--- config.mk ---
export PLATFORM = sky130hd
export DESIGN_NAME = clint_timer_unit_flat
export DESIGN_NICKNAME = d
export VERILOG_FILES = /design/src/rtl/clint_types_pkg.sv /design/src/rtl/clint_timer_unit_if.sv /design/src/rtl/clint_prescaler.sv /design/src/rtl/clint_timer_unit.sv /design/src/flat_wrapper.sv
export SDC_FILE = /design/constraint.sdc
export NUM_CORES = 1
export LEC_CHECK = 0
export CAP_MARGIN = 20
export CORE_ASPECT_RATIO = 1.25
export CORE_MARGIN = 2
export CORE_UTILIZATION = 60
export CTS_BUF_LIST = sky130_fd_sc_hd__clkbuf_8
export DETAILED_ROUTE_END_ITERATION = 10
export PLACE_DENSITY = 0.84
export SLEW_MARGIN = 40
export SYNTH_ARGS = -nofsm -noshare
export SYNTH_HDL_FRONTEND = slang
export SYNTH_HIERARCHICAL = 1
export SYNTH_SLANG_ARGS = --single-unit
--- constraint.sdc ---
create_clock -name CLK -period 8 [get_ports CLK]
set_clock_uncertainty 0.2 [all_clocks]
set_input_delay 0.8 -clock CLK [delete_from_list [all_inputs] [get_ports CLK]]
set_output_delay 0.8 -clock CLK [all_outputs]
set_load 0.02 [all_outputs]
--- src/rtl/clint_types_pkg.sv ---
// Shared definitions for the CLINT timer unit: register offsets, time type,
// register-select encoding and the byte-lane merge helper.
package clint_types_pkg;

  typedef logic [63:0] mtime_t;

  localparam logic [15:0] MSIP_OFF        = 16'h0000;
  localparam logic [15:0] MTIMECMP_LO_OFF = 16'h4000;
  localparam logic [15:0] MTIMECMP_HI_OFF = 16'h4004;
  localparam logic [15:0] MTIME_LO_OFF    = 16'hBFF8;
  localparam logic [15:0] MTIME_HI_OFF    = 16'hBFFC;

  typedef enum logic [2:0] {
    REG_NONE,
    REG_MSIP,
    REG_CMP_LO,
    REG_CMP_HI,
    REG_TIME_LO,
    REG_TIME_HI
  } reg_sel_e;

  // Lanes with a cleared enable keep their old byte.
  function automatic logic [31:0] merge_lanes(input logic [31:0] old_val,
                                              input logic [31:0] new_val,
                                              input logic [3:0]  lanes);
    logic [31:0] result;
    result = old_val;
    for (int i = 0; i < 4; i++) begin
      if (lanes[i]) result[8*i +: 8] = new_val[8*i +: 8];
    end
    return result;
  endfunction

endpackage

--- src/rtl/clint_timer_unit_if.sv ---
// Peripheral bus between a requester and the CLINT timer unit slave port.
interface clint_timer_unit_if;
  logic [31:0] addr;
  logic [31:0] wdata;
  logic [3:0]  byte_en;
  logic        ren;
  logic        wen;
  logic [31:0] rdata;
  logic        ack;
  logic        err;

  modport master (output addr, wdata, byte_en, ren, wen,
                  input  rdata, ack, err);
  modport slave  (input  addr, wdata, byte_en, ren, wen,
                  output rdata, ack, err);
endinterface

--- src/rtl/clint_prescaler.sv ---
// Divides the core clock down to the mtime tick: one tick every PRESCALE clocks.
module clint_prescaler #(
  parameter int unsigned PRESCALE = 1
) (
  input  logic CLK,
  input  logic RST,
  output logic tick
);

  localparam int unsigned CNT_W = (PRESCALE > 1) ? $clog2(PRESCALE) : 1;

  logic [CNT_W-1:0] r_cnt;
  logic             w_last;

  assign w_last = (r_cnt == CNT_W'(PRESCALE - 1));
  assign tick   = w_last;

  // NOTE: sequential state uses non-blocking assignments so every register
  // samples the pre-edge values of its neighbours.
  always_ff @(posedge CLK) begin
    if (RST)         r_cnt <= '0;
    else if (w_last) r_cnt <= '0;
    else             r_cnt <= r_cnt + CNT_W'(1);
  end

endmodule

--- src/rtl/clint_timer_unit.sv ---
// CLINT-style machine timer/software interrupt source with a 32-bit bus slave
// port over the msip, mtimecmp and mtime registers.
module clint_timer_unit
  import clint_types_pkg::*;
#(
  parameter int unsigned PRESCALE  = 1,
  parameter logic [31:0] BASE_ADDR = 32'h0200_0000
) (
  input  logic             CLK,
  input  logic             RST,
  clint_timer_unit_if.slave bus,
  output logic             timer_int,
  output logic             timer_int_clear,
  output logic             soft_int,
  output logic             soft_int_clear
);

  mtime_t      r_mtime;
  mtime_t      r_mtimecmp;
  logic        r_msip;
  logic [31:0] r_rdata;
  logic        r_ack;
  logic        r_err;
  logic        r_timer_int;
  logic        r_timer_int_clear;
  logic        r_soft_int;
  logic        r_soft_int_clear;

  logic        w_tick;
  reg_sel_e    w_sel;
  logic        w_mapped;
  logic        w_req;
  logic        w_rd;
  logic [31:0] w_rd_val;
  mtime_t      w_mtime_next;
  mtime_t      w_mtimecmp_next;
  logic        w_msip_next;
  logic        w_timer_int_next;

  clint_prescaler #(.PRESCALE(PRESCALE)) u_prescaler (
    .CLK  (CLK),
    .RST  (RST),
    .tick (w_tick)
  );

  // NOTE: every always_comb output gets a default first so no path can
  // leave it unassigned and infer a latch.
  always_comb begin
    w_sel = REG_NONE;
    if (bus.addr[31:16] == BASE_ADDR[31:16] && bus.addr[1:0] == 2'b00) begin
      case (bus.addr[15:0])
        MSIP_OFF:        w_sel = REG_MSIP;
        MTIMECMP_LO_OFF: w_sel = REG_CMP_LO;
        MTIMECMP_HI_OFF: w_sel = REG_CMP_HI;
        MTIME_LO_OFF:    w_sel = REG_TIME_LO;
        MTIME_HI_OFF:    w_sel = REG_TIME_HI;
        default:         w_sel = REG_NONE;
      endcase
    end
  end

  assign w_mapped = (w_sel != REG_NONE);
  assign w_req    = bus.ren | bus.wen;
  assign w_rd     = bus.ren & ~bus.wen;

  always_comb begin
    w_rd_val = '0;
    case (w_sel)
      REG_MSIP:    w_rd_val = {31'b0, r_msip};
      REG_CMP_LO:  w_rd_val = r_mtimecmp[31:0];
      REG_CMP_HI:  w_rd_val = r_mtimecmp[63:32];
      REG_TIME_LO: w_rd_val = r_mtime[31:0];
      REG_TIME_HI: w_rd_val = r_mtime[63:32];
      default:     w_rd_val = '0;
    endcase
  end

  // A written mtime half overrides the tick; the other half keeps the
  // incremented value, whose upper word already carries from the old low word.
  always_comb begin
    w_mtime_next    = r_mtime + mtime_t'(w_tick);
    w_mtimecmp_next = r_mtimecmp;
    w_msip_next     = r_msip;
    if (bus.wen) begin
      case (w_sel)
        REG_MSIP:    if (bus.byte_en[0]) w_msip_next = bus.wdata[0];
        REG_CMP_LO:  w_mtimecmp_next[31:0]  = merge_lanes(r_mtimecmp[31:0],  bus.wdata, bus.byte_en);
        REG_CMP_HI:  w_mtimecmp_next[63:32] = merge_lanes(r_mtimecmp[63:32], bus.wdata, bus.byte_en);
        REG_TIME_LO: w_mtime_next[31:0]     = merge_lanes(r_mtime[31:0],     bus.wdata, bus.byte_en);
        REG_TIME_HI: w_mtime_next[63:32]    = merge_lanes(r_mtime[63:32],    bus.wdata, bus.byte_en);
        default: ;
      endcase
    end
  end

  assign w_timer_int_next = (w_mtime_next >= w_mtimecmp_next);

  always_ff @(posedge CLK) begin
    if (RST) begin
      r_mtime           <= '0;
      r_mtimecmp        <= '1;
      r_msip            <= 1'b0;
      r_rdata           <= '0;
      r_ack             <= 1'b0;
      r_err             <= 1'b0;
      r_timer_int       <= 1'b0;
      r_timer_int_clear <= 1'b0;
      r_soft_int        <= 1'b0;
      r_soft_int_clear  <= 1'b0;
    end else begin
      r_mtime           <= w_mtime_next;
      r_mtimecmp        <= w_mtimecmp_next;
      r_msip            <= w_msip_next;
      r_rdata           <= (w_rd && w_mapped) ? w_rd_val : 32'h0;
      r_ack             <= w_req;
      r_err             <= w_req & ~w_mapped;
      r_timer_int       <= w_timer_int_next;
      r_timer_int_clear <= r_timer_int & ~w_timer_int_next;
      r_soft_int        <= w_msip_next;
      r_soft_int_clear  <= r_soft_int & ~w_msip_next;
    end
  end

  assign bus.rdata       = r_rdata;
  assign bus.ack         = r_ack;
  assign bus.err         = r_err;
  assign timer_int       = r_timer_int;
  assign timer_int_clear = r_timer_int_clear;
  assign soft_int        = r_soft_int;
  assign soft_int_clear  = r_soft_int_clear;

endmodule
--- src/flat_wrapper.sv ---
// flat-port wrapper written by rule: the top's interface ports become plain ports
module clint_timer_unit_flat import clint_types_pkg::*;
#(
  parameter int unsigned PRESCALE  = 1,
  parameter logic [31:0] BASE_ADDR = 32'h0200_0000
)
  (CLK, RST, timer_int, timer_int_clear, soft_int, soft_int_clear, bus_addr, bus_wdata, bus_byte_en, bus_ren, bus_wen, bus_rdata, bus_ack, bus_err);
  clint_timer_unit_if bus_i ();
  input  logic CLK;
  input  logic RST;
  output logic timer_int;
  output logic timer_int_clear;
  output logic soft_int;
  output logic soft_int_clear;
  input wire logic [$bits(bus_i.addr)-1:0] bus_addr;
  input wire logic [$bits(bus_i.wdata)-1:0] bus_wdata;
  input wire logic [$bits(bus_i.byte_en)-1:0] bus_byte_en;
  input wire logic [$bits(bus_i.ren)-1:0] bus_ren;
  input wire logic [$bits(bus_i.wen)-1:0] bus_wen;
  output wire logic [$bits(bus_i.rdata)-1:0] bus_rdata;
  output wire logic [$bits(bus_i.ack)-1:0] bus_ack;
  output wire logic [$bits(bus_i.err)-1:0] bus_err;
  assign bus_i.addr = bus_addr;
  assign bus_i.wdata = bus_wdata;
  assign bus_i.byte_en = bus_byte_en;
  assign bus_i.ren = bus_ren;
  assign bus_i.wen = bus_wen;
  assign bus_rdata = bus_i.rdata;
  assign bus_ack = bus_i.ack;
  assign bus_err = bus_i.err;
  clint_timer_unit #(.PRESCALE(PRESCALE), .BASE_ADDR(BASE_ADDR)) u_core (.CLK(CLK), .RST(RST), .bus(bus_i), .timer_int(timer_int), .timer_int_clear(timer_int_clear), .soft_int(soft_int), .soft_int_clear(soft_int_clear));
endmodule
==> summary.txt <==
Setup path
  • Reg2reg path depth: 15
  • Worst path arrival time: 6.26 ns
  • Worst R2R Start: u_core/r_mtime[0]
  • Crit path cell chain: clkdlybuf4s50_1, nor4_1, a41o_2, nand4_1, nor2_1, a221oi_1, ha_1, nand4_1, nor4_2, o211ai_1, a21o_1, a41o_1, and4_1
  • Worst path slowest cell: a41o_2
  • Worst path max stage delay: approximately 0.88 ns
  • Flop2flop setup slack: 2.59 ns
  • Critical Path Source Type: input pin
  • Kind of critical path: input pin to register
  • Critical Path RT: 8.17 ns
  • CP dominant cell by count: nand4_1
  • R2R Path End: u_core/timer_int_clear
  • Crit path max fanout: 37
  • CP bufs+invs: 1
  • CP top delay family: simple AND/OR/NAND/NOR gates
  • Crit. path cell count: 13
  • Crit end category: register

Yosys
  • Synth warn: 6
  • #FFs+latches synth: approximately 170
  • Count leader, synth: nand2_1
  • Synth cell count leaders: nand2_1 (197), dfxtp_1 (167), nor2_1 (97)
  • Register area share after synthesis: around 32%
  • Post-synthesis instance area: roughly 10,000 µm²
  • Post-synth top flop: dfxtp_1
  • Fraction of registers with async set/reset: 0%
  • Post-synth top area cell: dfxtp_1
  • Synth unique cells: 80
  • Post-Synthesis Cells: 1,280
  • Top-area cell type share of the netlist area: 32.4%
  • Syn_area_per_cell: about 8.1 µm²
  • Net Count, Synth: 1,418
  • Post-synth EDFFs: 0
  • Synth area leaders: dfxtp_1 (32%), ha_1 (8.0%), nand2_1 (7.2%)

Power
  • Sequential Power Share: roughly half
  • Combinational power share: 6.8%
  • Max VDD drop: ~0.095 mV
  • Pwr Total: roughly 0.0016 W
  • P_leak: 4.54 nW
  • Pwr dens: around 130 nW/µm²
  • Sw power: roughly 0.00042 W
  • Sw Share: between 20% and 30%
  • Clock group share of total power: between 40% and 50%
  • Power Internal: roughly 0.0012 W

Layout
  • Fill cells: 1,377
  • Area of the multi-input gates: between 6000 and 7000 µm²
  • Post-route cell area: around 12,000 µm²
  • Nets: between 1k and 1.5k
  • Register Area: between 3000 and 4000 µm²
  • Share of cells above drive strength 1: ~6.9%
  • N_diodes: 0
  • Synth-to-layout area growth: 17.0%
  • Layout Utilization: between 70% and 80%

Global route
  • Vias in the first global route: about 11k
  • Grt ovf: 0
  • Pin count of the biggest net entering global routing: 67
  • Gr usage total: between 40% and 50%
  • Initial antenna violation count: 0
  • First-pass GRT wire length: a little under 60 mm

Status
  • Status: completed

Placed design
  • I/O Buffers: around 110
  • Area of placed instances: approximately 12,000 µm²
  • Post-DP HPWL: between 20 and 30 mm
  • Routability cong.: 1.00

Floorplanning
  • I/O pin cnt: between 100 and 150
  • Starting Density: a little over 60%
  • Die area: between 15,000 and 20,000 µm²
  • Cell Rows: 53
  • Die Ht: between 150 and 200 µm
  • CORE AREA: between 15,000 and 20,000 µm²
  • Die X: ~120 µm

Timing
  • Worst slew pin tran: 0.875 ns
  • Final clock period utilization by the worst path: 76.2%
  • Total negative setup slack: 0 ns
  • Worst relative slew slack: roughly two fifths
  • Achievable Freq: between 0.15 and 0.2 GHz
  • Slew Viols, Final: 0
  • Setup violators final: 0
  • RSZ-0062 raised after global routing: no
  • Min cycle time layout: between 6 and 7 ns
  • Hold Vio Cnt, Final: 0

Worst hold path
  • Worst Hold End: u_core/r_mtimecmp[9]
  • Hold/Removal Path Class: register to register
  • WHS Path Cells: 2
  • Worst hold start: u_core/r_mtimecmp[9]

Clock network
  • PostCTS Resize Cnt: 0
  • H-tree levels: 4
  • Hold_buf cts: 0
  • Clock Sinks: between 150 and 200
  • Post-CTS setup repair buffer count: 0
  • Clk_lat worst skew: around 0.48 ns
  • CTS clk-pin slew, worst paths: 0.08 ns
  • Root Buffer: clkbuf_8
  • CTS tree: yes
  • CTS Buf Count: 17
  • Deepest clock path buffer count: 2

Routing
  • Drt initial violations: roughly 1.6k
  • TritonRoute pass-1 iters: 9
  • Vias per cell: 7.13
  • Drt total wl: about 37 mm
  • Post-DR wirelength/cell: between 20 and 25 µm
  • DR vias: ~11k
  • Routed Antenna Nets: 0
  • Drt drc: 0

Flow run
  • Max-Cap Viols: 0
-- worst min-delay path: cells and delay by family (launching register included) --
family	cells	cell delay, ns
and+or+nand+nor	1	0.07
muxes	1	0.09
DFF	1	0.34
-- layout by cell type (no fill, tap or decap), types with 17 or more instances in the layout --
master | netlist | layout
and3_1 | 23 | 23
a211oi_1 | 30 | 30
nand3_1 | 57 | 57
nor3_1 | 35 | 33
dfxtp_1 | 167 | 167
a21oi_1 | 89 | 89
mux2i_1 | 70 | 70
ha_1 | 66 | 66
a221oi_1 | 21 | 21
a31oi_1 | 19 | 19
nand2_1 | 197 | 197
nor2_1 | 97 | 93
clkbuf_8 | 0 | 17
o21ai_0 | 52 | 51
clkdlybuf4s50_1 | 0 | 107
inv_1 | 25 | 26
nand4_1 | 38 | 38
-- state kept, by name, indices dropped and copies added, names as in the netlist --
| signal | cells |
|---|---|
| u_core/bus.ack | 1 |
| u_core/bus.err | 1 |
| u_core/r_mtimecmp | 64 |
| u_core/timer_int | 1 |
| u_core/soft_int | 1 |
| u_core/r_mtime | 64 |
| u_core/u_prescaler/r_cnt | 1 |
| u_core/bus.rdata | 32 |
| u_core/soft_int_clear | 1 |
| u_core/timer_int_clear | 1 |
-- per-stage QoR --
step                      hold slack, ns  worst slack, ns  std cells
final                              0.316             1.91       1588
after detailed placement           0.294             1.58       1556
after global routing               0.344             1.78       1588
after global placement             0.286             1.35       1555
after CTS                          0.315             2.03       1588
after floorplan                    0.267             3.25       1280
-- routing by layer --
metal | wire (µm) | GRT usage [%] | share of wire [%] | vias to the layer above
li1 | - | - | - | 5022
met1 | 13300 | 49.0 | 36 | 5174
met2 | 16800 | 65.1 | 45 | 917
met3 | 4580 | 10.6 | 12 | 214
met4 | 2550 | 26.1 | 6.8 | 0
met5 | 0 | 0 | 0 | -
-- power by group through the flow --
stage          logic (W)  clock network [W]  registers, W
2_1_floorplan  0.0000389                  0      0.000854
3_3_place_gp    0.000104                  0      0.000853
3_5_place_dp    0.000105                  0      0.000853
4_1_cts         0.000106           0.000674      0.000834
5_1_grt         0.000114           0.000702      0.000834
6_report        0.000110           0.000671      0.000834
-- worst max-delay path by stage --
| stage | startpoint | end | slack, ns |
|---|---|---|---|
| 2_1_floorplan | bus_addr[14] | u_core/timer_int_clear | 3.25 |
| 3_3_place_gp | bus_addr[2] | u_core/timer_int_clear | 1.35 |
| 3_5_place_dp | bus_addr[10] | u_core/timer_int_clear | 1.58 |
| 4_1_cts | bus_addr[10] | u_core/timer_int_clear | 2.03 |
| 5_1_grt | bus_addr[10] | u_core/timer_int_clear | 1.78 |
| 6_report | bus_addr[10] | u_core/timer_int_clear | 1.91 |
-- final cells by class --
class / instances / share of cell area, %
clock buffer: 17 / 1.94
clock inverter: 15 / 1.59
inverter: 26 / 0.809
multi-input combinational: 1020 / 55.7
sequential: 167 / 27.7
tap: 220 / 2.28
timing repair buffer: 123 / 10.0
-- kinds of logic (layout without fill, tap and decap cells) --
| kind of cell | after synthesis | after routing | synth area share (%) |
|---|---|---|---|
| XOR/XNOR | 2 | 2 | 0.170 |
| other | 1 | 1 | 0.0364 |
| buffers and inverters | 93 | 181 | 3.51 |
| AND/OR/NAND/NOR | 557 | 557 | 27.5 |
| AO/OA/AOI/OAI | 320 | 320 | 21.1 |
| adder cells (fa/ha/maj) | 66 | 66 | 8.01 |
| flip-flops | 167 | 167 | 32.4 |
| multiplexers | 74 | 74 | 7.23 |
(Power assumes the default switching activity.)
